### src/rtl/vend_pkg.sv
// vend_pkg: definitions shared by the vending controller and its timeout counter.
//   state_t       : controller state encoding
//   COIN_*        : coin acceptor codes
//   UNIT_*        : credit value of each coin, in 5-units
//   *_DEF         : default parameter values for vend_controller
package vend_pkg;

  typedef enum logic [1:0] {
    IDLE     = 2'b00,
    COLLECT  = 2'b01,
    DISPENSE = 2'b10,
    CHANGE   = 2'b11
  } state_t;

  localparam logic [1:0] COIN_NONE = 2'b00;
  localparam logic [1:0] COIN_5    = 2'b01;
  localparam logic [1:0] COIN_10   = 2'b10;
  localparam logic [1:0] COIN_BAD  = 2'b11;

  localparam logic [1:0] UNIT_5  = 2'd1;
  localparam logic [1:0] UNIT_10 = 2'd2;

  localparam int PRICE_DEF      = 3;
  localparam int MAX_CREDIT_DEF = 7;
  localparam int CREDIT_W_DEF   = 3;
  localparam int TIMEOUT_DEF    = 200;
  localparam int TO_W_DEF       = 8;

endpackage

### src/rtl/vend_timeout.sv
// vend_timeout: idle-cycle counter for the COLLECT state.
//   clk  in  : system clock
//   rst  in  : asynchronous active-low reset
//   clr  in  : load the counter with 0 (wins over en)
//   en   in  : count up by one this cycle
//   tc   out : terminal count, high once TIMEOUT-1 idle cycles have elapsed
module vend_timeout #(
  parameter int TIMEOUT = 200,
  parameter int TO_W    = 8
) (
  input  logic clk,
  input  logic rst,
  input  logic clr,
  input  logic en,
  output logic tc
);

  localparam logic [TO_W-1:0] LAST = TO_W'(TIMEOUT - 1);

  logic [TO_W-1:0] count;

  // Counter parks at LAST so tc stays asserted until the controller clears it.
  always_ff @(posedge clk or negedge rst) begin
    if (!rst) begin
      count <= '0;
    end else if (clr) begin
      count <= '0;
    end else if (en && (count != LAST)) begin
      count <= count + TO_W'(1);
    end
  end

  // tc is seen during the 200th idle cycle, so the state change lands on that edge.
  assign tc = (count == LAST);

endmodule

### src/rtl/vend_controller.sv
// vend_controller: coin credit, purchase/cancel arbitration, dispense and change sequencing.
//   clk       in  : system clock
//   rst       in  : asynchronous active-low reset
//   coin      in  : one-cycle coin code (00 none, 01 five, 10 ten, 11 invalid)
//   sel       in  : one-cycle purchase request
//   cancel    in  : one-cycle refund request
//   coin_acc  out : pulse, coin added to credit
//   coin_rej  out : pulse, coin must be returned
//   disp_req  out : level, dispense request held until disp_ack
//   disp_ack  in  : dispenser done
//   chg_req   out : level, eject one 5-unit of change
//   chg_ack   in  : one 5-unit ejected
//   credit    out : current credit in 5-units
//   short_err out : pulse, sel with insufficient credit
//   busy      out : high while dispensing or returning change
module vend_controller
  import vend_pkg::*;
#(
  parameter int PRICE      = PRICE_DEF,
  parameter int MAX_CREDIT = MAX_CREDIT_DEF,
  parameter int CREDIT_W   = CREDIT_W_DEF,
  parameter int TIMEOUT    = TIMEOUT_DEF,
  parameter int TO_W       = TO_W_DEF
) (
  input  logic                clk,
  input  logic                rst,
  input  logic [1:0]          coin,
  input  logic                sel,
  input  logic                cancel,
  output logic                coin_acc,
  output logic                coin_rej,
  output logic                disp_req,
  input  logic                disp_ack,
  output logic                chg_req,
  input  logic                chg_ack,
  output logic [CREDIT_W-1:0] credit,
  output logic                short_err,
  output logic                busy
);

  localparam logic [CREDIT_W-1:0] PRICE_C = CREDIT_W'(PRICE);
  localparam logic [CREDIT_W:0]   MAX_C   = (CREDIT_W + 1)'(MAX_CREDIT);

  state_t              state, state_nxt;
  logic [CREDIT_W-1:0] credit_nxt;
  logic [CREDIT_W:0]   coin_val;
  logic [CREDIT_W:0]   credit_sum;
  logic                coin_ok;
  logic                accept;
  logic                reject;
  logic                short_nxt;
  logic                activity;
  logic                to_clr;
  logic                to_en;
  logic                to_tc;

  vend_timeout #(
    .TIMEOUT (TIMEOUT),
    .TO_W    (TO_W)
  ) u_timeout (
    .clk (clk),
    .rst (rst),
    .clr (to_clr),
    .en  (to_en),
    .tc  (to_tc)
  );

  // Coin valuation; the sum is one bit wider so an overflowing coin is caught by the compare.
  always_comb begin
    coin_val = '0;
    case (coin)
      COIN_5:   coin_val = {{(CREDIT_W - 1){1'b0}}, UNIT_5};
      COIN_10:  coin_val = {{(CREDIT_W - 1){1'b0}}, UNIT_10};
      COIN_BAD: coin_val = '0;
      default:  coin_val = '0;
    endcase
    credit_sum = {1'b0, credit} + coin_val;
    coin_ok    = ((coin == COIN_5) || (coin == COIN_10)) && (credit_sum <= MAX_C);
  end

  // Next-state and credit logic. In COLLECT, cancel beats sel beats coin; a coin that
  // arrives alongside a winning cancel or purchase is returned to the customer.
  always_comb begin
    state_nxt  = state;
    credit_nxt = credit;
    accept     = 1'b0;
    short_nxt  = 1'b0;
    activity   = 1'b0;
    case (state)
      IDLE: begin
        if (sel) short_nxt = 1'b1;
        if (coin_ok) begin
          accept     = 1'b1;
          credit_nxt = credit_sum[CREDIT_W-1:0];
          state_nxt  = COLLECT;
        end
      end
      COLLECT: begin
        if (cancel) begin
          activity  = 1'b1;
          state_nxt = (credit == '0) ? IDLE : CHANGE;
        end else if (sel && (credit >= PRICE_C)) begin
          activity   = 1'b1;
          credit_nxt = credit - PRICE_C;
          state_nxt  = DISPENSE;
        end else begin
          if (sel) begin
            short_nxt = 1'b1;
            activity  = 1'b1;
          end
          if (coin_ok) begin
            accept     = 1'b1;
            activity   = 1'b1;
            credit_nxt = credit_sum[CREDIT_W-1:0];
          end
          if (!activity && to_tc) state_nxt = CHANGE;
        end
      end
      DISPENSE: begin
        if (disp_ack) state_nxt = (credit != '0) ? CHANGE : IDLE;
      end
      CHANGE: begin
        // credit != 0 here is exactly the condition under which chg_req is high.
        if (credit == '0) begin
          state_nxt = IDLE;
        end else if (chg_ack) begin
          credit_nxt = credit - CREDIT_W'(1);
          if (credit == CREDIT_W'(1)) state_nxt = IDLE;
        end
      end
      default: state_nxt = IDLE;
    endcase
    reject = (coin != COIN_NONE) && !accept;
    to_clr = (state != COLLECT) || activity;
    to_en  = (state == COLLECT);
  end

  // State and outputs are all registered; levels are derived from the next state so they
  // change on the same edge as the state itself.
  always_ff @(posedge clk or negedge rst) begin
    if (!rst) begin
      state     <= IDLE;
      credit    <= '0;
      coin_acc  <= 1'b0;
      coin_rej  <= 1'b0;
      short_err <= 1'b0;
      disp_req  <= 1'b0;
      chg_req   <= 1'b0;
      busy      <= 1'b0;
    end else begin
      state     <= state_nxt;
      credit    <= credit_nxt;
      coin_acc  <= accept;
      coin_rej  <= reject;
      short_err <= short_nxt;
      disp_req  <= (state_nxt == DISPENSE);
      chg_req   <= (state_nxt == CHANGE) && (credit_nxt != '0);
      busy      <= (state_nxt == DISPENSE) || (state_nxt == CHANGE);
    end
  end

endmodule

### config.mk
export PLATFORM = sky130hd
export DESIGN_NAME = vend_controller
export DESIGN_NICKNAME = d
export VERILOG_FILES = /design/src/rtl/vend_pkg.sv /design/src/rtl/vend_timeout.sv /design/src/rtl/vend_controller.sv
export SDC_FILE = /design/constraint.sdc
export NUM_CORES = 1
export LEC_CHECK = 0
export ABC_AREA = 1
export ABC_CLOCK_PERIOD_IN_PS = 2500
export BUFFER_PORTS_ARGS = -buffer_cell sky130_fd_sc_hd__buf_2
export CORE_MARGIN = 10
export CORE_UTILIZATION = 57
export DETAILED_ROUTE_END_ITERATION = 16
export GPL_TIMING_DRIVEN = 0
export PLACE_DENSITY = 0.76
export SYNTH_ARGS = -nofsm -noshare
export SYNTH_HDL_FRONTEND = slang
export SYNTH_SLANG_ARGS = --single-unit
### constraint.sdc
create_clock -name clk -period 2.5 [get_ports clk]
set_input_delay 0.25 -clock clk [delete_from_list [all_inputs] [get_ports clk]]
set_output_delay 0.25 -clock clk [all_outputs]
set_load 0.1 [all_outputs]
After elaboration in Yosys (flattened, before gate mapping)
Index checks and enable logic that the tools add are counted.
Widths: inputs -> output; s select.
{ "totals": {"in_bits": 8, "output_inout_bits": 9, "reg_bits": 19, "elab_cells": 78} }
{ "classes": {"add_sub_neg": 4, "n_eq_ne": 11, "muxes": 35, "magnitude_cmp": 2, "reduce_logical": 17} }
{ "ops": {"columns": ["cell", "n"], "rows": [
  ["$mux 2", 10],
  ["$mux 8", 2],
  ["$mux 3", 5],
  ["$mux 1", 13],
  ["$eq 2x2->1 const B", 5],
  ["$pmux 3 s3", 1],
  ["$add 8x1->8 const B", 1],
  ["$eq 8x8->1 const B", 1],
  ["$ne 8x8->1 const B", 1],
  ["$pmux 2 s4", 1],
  ["$logic_and 1x1->1", 6],
  ["$reduce_bool 3->1", 2],
  ["$add 3x4->4", 1],
  ["$eq 2x1->1 const B", 2],
  ["$le 4x3->1 const B", 1],
  ["$pmux 1 s2", 2],
  ["$pmux 2 s2", 1],
  ["$reduce_bool 2->1", 2],
  ["$eq 3x1->1 const B", 1],
  ["$ge 3x2->1 const B", 1],
  ["$logic_not 3->1", 1],
  ["$logic_or 1x1->1", 3],
  ["$sub 3x1->3 const B", 1],
  ["$sub 3x2->3 const B", 1],
  ["3 further kinds", 4]
]} }

Longest topological paths before layout
Gate-level depths: netlist of run 1.
{ "logic_depth": {"depth_word": 17, "depth_mapped": 15, "ltp_nobuf": 15} }

By module
A second synthesis of run 1 with hierarchy kept.
{ "unflattened": {"cells_unflattened": 212, "hier_area_um2": 1520.2} }
{ "by_module_without_submodules": {"columns": ["module", "area_each_um2", "cells_per_inst", "instances", "seq_area_each_um2"], "rows": [
  ["vend_controller", 998.5, 140, 1, 250.2],
  ["vend_timeout", 521.8, 72, 1, 200.2]
]} }

Worst setup path before layout of run 1
Ideal clock, no wire load.
{ "synth_timing": {"path_type": "register -> register", "from": "reg credit[0]", "to": "reg chg_req", "path_slack_ns": -0.026, "n_path_buf": 0, "period_less_slack_ns": 2.526, "arrival_ns": 2.410, "path_stages_with_launch": 13, "cell_sequence": "dfrtp_1 -> ha_1 -> fa_1 -> inv_1 -> nand4_1 -> nand2_1 -> nor2_1 -> nor2_1 -> nand2_1 -> nand2_1 -> nand2_1 -> nor2_1 -> nor2_1"} }
{ "synth_via": {"elab_chain_len": 15, "elab_cells_between_ends": 36, "classes_between": "add/sub (3); order compare (2); eq/ne (2); mux (21); reduce/logical (8)"} }
{ "synth_rtl": {"columns": ["element", "line", "source"], "rows": [
  ["from (decl)", "vend_controller.sv:36", "output logic [CREDIT_W-1:0] credit,"],
  ["from (signal assigned)", "vend_controller.sv:152", "credit <= credit_nxt;"],
  ["$add 3x4->4", "vend_controller.sv:77", "credit_sum = {1'b0, credit} + coin_val;"],
  ["$le 4x3->1", "vend_controller.sv:78", "coin_ok = ((coin == COIN_5) || (coin == COIN_10)) && (credit_sum <= MAX_C);"],
  ["$logic_and 1x1->1", "vend_controller.sv:78", null],
  ["$mux 1", "vend_controller.sv:111", "if (coin_ok) begin"],
  ["$mux 1", "vend_controller.sv:102", "end else if (sel && (credit >= PRICE_C)) begin"],
  ["$mux 1", "vend_controller.sv:99", "if (cancel) begin"],
  ["$mux 1", "vend_controller.sv:89", "case (state)"],
  ["$logic_not 1->1", "vend_controller.sv:116", "if (!activity && to_tc) state_nxt = CHANGE;"],
  ["$logic_and 1x1->1", "vend_controller.sv:116", null],
  ["$mux 2", "vend_controller.sv:116", null],
  ["$mux 2", "vend_controller.sv:102", null],
  ["$mux 2", "vend_controller.sv:99", null],
  ["$pmux 2 s4", "vend_controller.sv:89", null],
  ["$eq 2x2->1", "vend_controller.sv:157", "chg_req <= (state_nxt == CHANGE) && (credit_nxt != '0);"],
  ["$logic_and 1x1->1 *", "vend_controller.sv:157", null],
  ["to (signal assigned)", "vend_controller.sv:157", null],
  ["to (decl)", "vend_controller.sv:34", "output logic chg_req,"]
]} }
Mark *: on every way between the ends. The rest lies on a longest branch, timed or not. The select of a mux whose other input is x is not followed.
A chain may end at the register's enable or synchronous reset.

Worst setup path after layout of run 1
Ends and elaborated chain as after synthesis.

==> results.toml, run 1 <==
[timing]
fin_ws_ps = 372
period_needed_ps = 2130
fmax_mhz = 470
clock_skew_ps = 4.56
slew_violations = 0
setup_viol_count_final = 0
fin_tns_setup_ps = 0
finalCritPeriodShare = 0.851
rsz0062_at_grt = "no"
tightest_slew_ps = 492
maxSlewHeadroom = 0.674
hold_viol = 0

[cts]
ctsResizeCount = 0
insertion_delay_ps = 290
cts_tree = "built"
cts.sinks = 18
cts.clk_slew.worst_paths_ps = 110
htree_levels = 1
root_buffer = "clkbuf_4"
numCtsBuffers = 3
cts.path.max_buffers = 2

[power]
clkPwrFrac = 0.089
intPower_w = 0.000810
vdd_drop_max_v = 0.00123
share_comb_of_total_power = 0.689
switchingPower_w = 0.00121
p_sw_frac = 0.599
p_seq_frac = 0.222
power_leakage_nw = 0.838
p_per_area_nw_per_um2 = 1310

[synth]
synth_cell_types = 29
synth.area.mux_share = 0
synth_top_family_by_area = "simple AND/OR/NAND/NOR gates"
ys_seq_area_frac = 0.328
netlist_area_sq_um = 1380
synth-compound-area-share = 0.0792
synth_cells = 185
ys_seq_elements = 18
synth-simple-area-share = 0.365
synth-adder-area-share = 0.115
synth.avg_cell_area_sq_um = 7.43
yosys_warnings = 0
syn-num-nets = 205
synthXorXnorAreaFrac = 0.0191

[floorplan]
die_w_um = 69.1
die_y_um = 69.1
io_pins = 17
dieArea_sq_um = 4780
start_util = 0.610
rows = 17
coreArea_sq_um = 2250

[place]
placedCellCount = 229
place.gp.congestion = 0.887
dpl.hpwl_mm = 2.47
postPlaceCellArea_sq_um = 1490
place_ws_ps = 312
io_buffer_count = 16

[detailed_routing]
drc = 0
drt-pass1-iter-count = 5
drt-initial-drc-count = 83
avgRoutedWirePerCell_um = 13.1
routed_wl_mm = 3.06
via_count = 1253
antenna_left = 0
routed_via_density = 5.35

[layout]
num-fill-cells = 204
final_area_sq_um = 1540
fin_util = 0.682
fin_nets = 227
area_growth_pct = 11.8
drive_above_1_share = 0.189
instances_no_fill = 234
num_antenna_cells = 0

[grt]
grt_max_degree = 19
grt.total_usage = 0.130
grt_overflow_total = 0
antenna_found_initial = 0
grt_pass1_vias = 1231
grt_pass1_wl_mm = 5.46

[job]
max_cap_viol_count = 0

[worst_hold_path]
min_from = "sel"
min_path_type = "input port to flip-flop"

[outcome]
outcome = "finished, final reports clean"

[critical_path]
slowest_stage = "dfrtp_2"
crit_family = "adder cells"
worstPathRequired_ps = 2690
r2r_start = "credit[0]"
cp.arrival_ps = 2320
crit_type = "flip-flop to flip-flop"
cp_cell_sequence = "ha_1 -> fa_1 -> inv_1 -> nand4_1 -> nand2_1 -> nor2_1 -> nor2_1 -> nand2_1 -> nand2_1 -> nand2_1 -> nor2_1 -> nor2_1"
crit_path_max_fanout = 8
end_kind = "flip-flop"
cp-start-kind = "flip-flop"
max_stage_delay_ps = 480
cp_num_buf_inv = 1
cp-startpoint = "credit[0]"
[synth_stat cells, drive strengths merged]
cell type / n / share of area
ha: 11 / 0.10
a211oi: 1 / 0.0091
clkinv: 1 / 0.0027
nand4: 6 / 0.027
o31ai: 1 / 0.0055
nand3: 21 / 0.095
nand2: 53 / 0.16
buf: 1 / 0.0082
xnor2: 1 / 0.0064
a31oi: 1 / 0.0046
inv: 30 / 0.084
fa: 1 / 0.015
a22oi: 1 / 0.0055
nor3: 6 / 0.030
dfrtp: 18 / 0.33
xor2: 2 / 0.013
a21oi: 10 / 0.036
a32o: 1 / 0.0073
nor2: 15 / 0.045
o21ai: 3 / 0.011
nor3b: 1 / 0.0055
[worst paths after layout]
| check | end | slack [ps] | cells after the start |
|---|---|---|---|
| min in group asynchronous | u_timeout.count[5] | 420 | 2 |
| worst max register to register | chg_req | 370 | 12 |
| worst max-delay path | chg_req | 370 | 12 |
| max in group asynchronous | credit[0] | 1780 | 2 |
| worst min-delay path | short_err | 250 | 3 |
| worst min register to register | u_timeout.count[0] | 580 | 1 |
[layout make-up]
class                      count  area [sq um]  share of cell area
multi-input combinational    135           795               0.517
sequential                    18           452               0.294
inverter                      31           119              0.0773
timing repair buffer          17          90.1              0.0586
clock buffer                   4          36.3              0.0236
tap                           28          35.0              0.0228
buffer                         1          11.3             0.00732
[per-stage QoR]
| stage | hold slack (ps) | power (W) |
|---|---|---|
| floorplan | -45.6 | 0.00158 |
| global placement | 189 | 0.00181 |
| detailed placement | 197 | 0.00184 |
| CTS | 240 | 0.00203 |
| global route | 237 | 0.00221 |
| finish | 253 | 0.00202 |
[cell usage in the layout, fill, tap and decap left out, types with 2 or more instances in the layout]
cell,count
nand2_2,4
nor2_2,2
o21ai_1,2
buf_2,16
nand3_4,2
nand3_1,19
xor2_1,2
dfrtp_1,17
clkbuf_4,3
nor2_1,13
nand4_1,6
nand2_4,2
a21oi_1,10
inv_1,25
nand2_1,47
inv_2,4
nor3_1,5
ha_1,11
[power groups by stage]
stage / combinational [W] / sequential [W] / clock, W
detailed placement: 0.00139 / 0.000453 / 0
global route: 0.00154 / 0.000464 / 0.000202
global placement: 0.00136 / 0.000452 / 0
CTS: 0.00140 / 0.000448 / 0.000181
floorplan: 0.000699 / 0.000885 / 0
finish: 0.00139 / 0.000448 / 0.000180
[timing repair]
item	4_1_cts	5_1_grt
buffers inserted	0	0
endpoints found under the hold margin	18	0
hold buffers	1	0
[sequential cells by signal (all words and copies together) (netlist names)]
| signal | count |
|---|---|
| short_err | 1 |
| u_timeout.count | 8 |
| busy | 1 |
| coin_rej | 1 |
| disp_req | 1 |
| coin_acc | 1 |
| credit | 3 |
| chg_req | 1 |
| state | 1 |
[tightest hold or removal path: stages]
cell and delay [ps]:
buf_2 130, inv_1 80, a21oi_1 40
[routing by layer]
layer,GRT usage,vias up,share of wire
met1,0.151,566,0.43
met2,0.230,33,0.50
met5,0,-,0
met4,0.0643,0,0.032
li1,-,646,-
met3,0.0128,8,0.041
[logic make-up after synthesis]
group / Yosys count
xor gates and xnor gates: 3
adders and majority gates: 12
DFF: 18
buffers and inverters: 32
and+or+nand+nor: 102
AOI/OAI and AO/OA: 18
No activity file was read; power rests on OpenSTA's default activity.
==> run 2: changes to the inputs <==
- PLACE_DENSITY: 0.76 -> default
- PLACE_DENSITY_LB_ADDON: default -> 0.1
==> results.toml, run 2 (synthesized netlist as in run 1, its figures left out) <==
[outcome]
outcome = "finished, final reports clean"

[cts]
cts.clk_slew.worst_paths_ps = 100
cts_tree = "built"
ctsResizeCount = 0
cts.sinks = 18
htree_levels = 1
hold_buffers = 1
numCtsBuffers = 3
cts_setup_buffers = 0
insertion_delay_ps = 280
root_buffer = "clkbuf_4"
cts.path.max_buffers = 2

[floorplan]
die_y_um = 69.1
coreArea_sq_um = 2250
rows = 17
die_w_um = 69.1
io_pins = 17
start_util = 0.610
dieArea_sq_um = 4780

[grt]
grt_pass1_wl_mm = 5.25
grt_pass1_vias = 1219
grt.total_usage = 0.124
antenna_found_initial = 0
grt_max_degree = 19
grt_overflow_total = 0

[detailed_routing]
via_count = 1239
routed_via_density = 5.29
drc = 0
drt-initial-drc-count = 79
avgRoutedWirePerCell_um = 12.3
drt-pass1-iter-count = 4
routed_wl_mm = 2.88
antenna_left = 0

[layout]
fin_nets = 227
drive_above_1_share = 0.189
num_antenna_cells = 0
area_growth_pct = 11.8
register_area_sq_um = 452
layout_commonest_cell = "nand2_1"
regMostFlops = "u_timeout.count"
final_cell_mix = "47 x nand2_1, 25 x inv_1, 19 x nand3_1, 17 x dfrtp_1, 16 x buf_2"
top_regs = "u_timeout.count x8, credit x3"
num-fill-cells = 205
largest_register_ffs = 8
multi_input_area_sq_um = 795

[power]
vdd_drop_max_v = 0.00120
p_per_area_nw_per_um2 = 1300
power_leakage_nw = 0.838

[critical_path]
cp_num_buf_inv = 1
slowest_stage = "dfrtp_2"
crit_family = "simple AND/OR/NAND/NOR gates"
max_stage_delay_ps = 480
cp_cell_sequence = "ha_1 -> fa_1 -> inv_1 -> nand4_1 -> nand2_1 -> nor2_1 -> nor2_1 -> nand2_1 -> nand2_1 -> nand2_1 -> nor2_1 -> nor2_1"
crit_type = "flip-flop to flip-flop"
end_kind = "flip-flop"
worstPathRequired_ps = 2690
cp.arrival_ps = 2290
crit_path_max_fanout = 8
cp-start-kind = "flip-flop"

[place]
io_buffer_count = 16
place_ws_ps = 321
place.gp.congestion = 0.905
dpl.hpwl_mm = 2.41

[timing]
maxSlewHeadroom = 0.675
rsz0062_at_grt = "no"
clock_skew_ps = 1.16
finalCritPeriodShare = 0.841
hold_viol = 0
fmax_mhz = 476
fin_tns_setup_ps = 0
setup_viol_count_final = 0
slew_violations = 0
tightest_slew_ps = 491
period_needed_ps = 2100
fin_ws_ps = 398

[job]
max_cap_viol_count = 0

[worst_hold_path]
min_path_type = "input port to flip-flop"
## run 2: area by class of cell
| cell class | count | share of cell area |
|---|---|---|
| Multi-Input combinational cell | 135 | 0.517 |
| Clock buffer | 4 | 0.0236 |
| Inverter | 31 | 0.0773 |
| Sequential cell | 18 | 0.294 |
| Timing Repair Buffer | 17 | 0.0586 |
| Tap cell | 28 | 0.0228 |
| Buffer | 1 | 0.00732 |
## run 2: stage by stage
step | util | std cells | hold WS, ps | power (W) | area (sq um)
after floorplan | - | 185 | -45.6 | 0.00158 | 1380
after global placement | 0.661 | 229 | 189 | 0.00181 | 1490
after detailed placement | 0.661 | 229 | 196 | 0.00184 | 1490
after CTS | 0.682 | 234 | 249 | 0.00201 | 1540
after global routing | 0.682 | 234 | 256 | 0.00219 | 1540
final | 0.682 | 234 | 258 | 0.00200 | 1540
## run 2: power breakdown
part,total (W),switching [W],internal [W]
sequential,0.000448,0.0000788,0.000369
combinational,0.00138,0.00103,0.000352
clock,0.000172,0.0000836,0.0000886
total,0.00200,0.00119,0.000810
## run 2: worst register-to-register path: cells and delay by family, from the launching register on
kind	cells	cell delay (ps)
buffers and inverters	1	70
AND/OR/NAND/NOR	9	730
adder cells (fa/ha/maj)	2	720
flip-flops	1	480
## run 2: path summary, 6_finish.rpt
check                                          end          startpoint  slack [ps]  cells after the start
worst max-delay path                       chg_req           credit[0]         400                     12
worst min-delay path                     short_err                 sel         260                      3
worst max register to register             chg_req           credit[0]         400                     12
worst min register to register  u_timeout.count[0]  u_timeout.count[0]         540                      1
max in group asynchronous                credit[0]                 rst        1790                      2
min in group asynchronous       u_timeout.count[5]                 rst         410                      2
## run 2: routing by layer
layer | GRT usage | wire (um)
met5 | 0 | 0
met4 | 0.0621 | 51
met3 | 0.0185 | 133
met2 | 0.216 | 1450
met1 | 0.141 | 1250
==> run 3: changes to the inputs <==
- ABC_CLOCK_PERIOD_IN_PS: 2500 -> 1810
- CORE_UTILIZATION: 57 -> 52
- clock period: 2.5 -> 1.81 ns (I/O delays scaled with it)
==> results.toml, run 3 (synthesized netlist as in run 1, its figures left out) <==
[grt]
grt_pass1_wl_mm = 5.26
grt_overflow_total = 0
grt_max_degree = 19
grt_pass1_vias = 1137
antenna_found_initial = 0
grt.total_usage = 0.121

[layout]
area_growth_pct = 23.6
largest_register_ffs = 8
final_cell_mix = "46 x nand2_1, 21 x inv_1, 18 x nand3_1, 16 x buf_2"
top_regs = "u_timeout.count x8, credit x3"
drive_above_1_share = 0.309
num_antenna_cells = 0
layout_commonest_cell = "nand2_1"
instances_no_fill = 250
num-fill-cells = 212
regMostFlops = "u_timeout.count"
fin_nets = 241

[timing]
clock_skew_ps = 2.88
rsz0062_at_grt = "yes"
fmax_mhz = 496
fin_tns_setup_ps = -440
period_needed_ps = 2010
hold_viol = 0
tightest_slew_ps = 492
finalCritPeriodShare = 1.11
slew_violations = 0
setup_viol_count_final = 5
fin_ws_ps = -204
maxSlewHeadroom = 0.674

[worst_hold_path]
min_from = "sel"
whs_path_depth = 3
hold_end = "short_err"
min_path_type = "input port to flip-flop"

[critical_path]
r2r_start = "credit[0]"
reg2reg_depth = 12
cp.arrival_ps = 2210
end_kind = "flip-flop"
r2r_setup_slack_ps = -200
crit_path_max_fanout = 4
cp-start-kind = "flip-flop"
r2r_end = "chg_req"
crit_type = "flip-flop to flip-flop"
worstPathRequired_ps = 2000

[cts]
cts.sinks = 18
root_buffer = "clkbuf_4"
numCtsBuffers = 3
cts.path.max_buffers = 2
cts.clk_slew.worst_paths_ps = 100
insertion_delay_ps = 290
htree_levels = 1
cts_tree = "built"

[power]
p_per_area_nw_per_um2 = 1870
power_leakage_nw = 0.890
vdd_drop_max_v = 0.00173

[floorplan]
dieArea_sq_um = 5100
die_y_um = 71.4
coreArea_sq_um = 2500
start_util = 0.550
io_pins = 17
rows = 18
die_w_um = 71.4

[detailed_routing]
avgRoutedWirePerCell_um = 13.1
routed_wl_mm = 3.28
drc = 0
via_count = 1348
antenna_left = 0
drt-pass1-iter-count = 4
routed_via_density = 5.39
drt-initial-drc-count = 95

[job]
max_cap_viol_count = 0

[place]
dpl.hpwl_mm = 2.43
io_buffer_count = 16
place.gp.congestion = 0.867
placedCellCount = 231

[outcome]
violations = "setup timing"
outcome = "finished, violations left"
[run 3: how the worst max path moves through the flow]
stage	start	end	slack, ps	depth (start not counted)
after global routing	credit[0]	chg_req	-260	12
after detailed placement	coin[1]	chg_req	-310	15
after CTS	credit[0]	chg_req	-180	12
final	credit[0]	chg_req	-200	12
after global placement	coin[1]	chg_req	-270	15
after floorplan	credit[0]	chg_req	-170	12
[run 3: power by group]
group          total [W]  switching (W)  internal, W
Sequential      0.000631      0.0000988     0.000532
Clock           0.000248       0.000126     0.000123
Combinational    0.00229        0.00157     0.000723
Total            0.00317        0.00179      0.00138
[run 3: final cells by class]
class	count	area [sq um]	share of cell area
Multi-Input combinational cell	135	830	0.488
Timing Repair Buffer	31	195	0.115
Clock buffer	4	36.3	0.0214
Tap cell	30	37.5	0.0221
Buffer	1	11.3	0.00663
Inverter	31	126	0.0744
Sequential cell	18	463	0.272
[run 3: metrics by stage]
stage                     setup WS [ps]  power, W  hold slack (ps)  instance area, sq um   util
final                              -204   0.00317              188                  1700  0.680
after global routing               -257   0.00340              172                  1700  0.680
after CTS                          -178   0.00292              179                  1600  0.641
after detailed placement           -311   0.00259              130                  1520  0.608
after global placement             -268   0.00255              119                  1520  0.608
after floorplan                    -168   0.00223             -115                  1400      -
[run 3: critical path, stage by stage (launching register included)]
cell	delay [ps]
dfrtp_4	520
ha_4	180
fa_2	410
inv_2	60
nand4_1	130
nand2_1	100
nor2_1	40
nor2_1	100
nand2_1	60
nand2_1	80
nand2_1	70
nor2_2	100
nor2_1	60
[run 3: layer usage]
layer | vias to the layer above | part of all wire | GRT usage
li1 | 670 | - | -
met1 | 627 | 0.45 | 0.157
met2 | 47 | 0.47 | 0.188
met3 | 4 | 0.076 | 0.0455
met4 | 0 | 0.0055 | 0.0194
met5 | - | 0 | 0
[run 3: what timing repair did]
action                                 4_1_cts  5_1_grt
gates cloned                                 0        0
setup endpoints to repair                    5       10
gates resized for setup                      4        6
setup buffers                                3       11
endpoints found under the hold margin       18        0
hold buffers                                 1        0
pin swaps                                    0        5
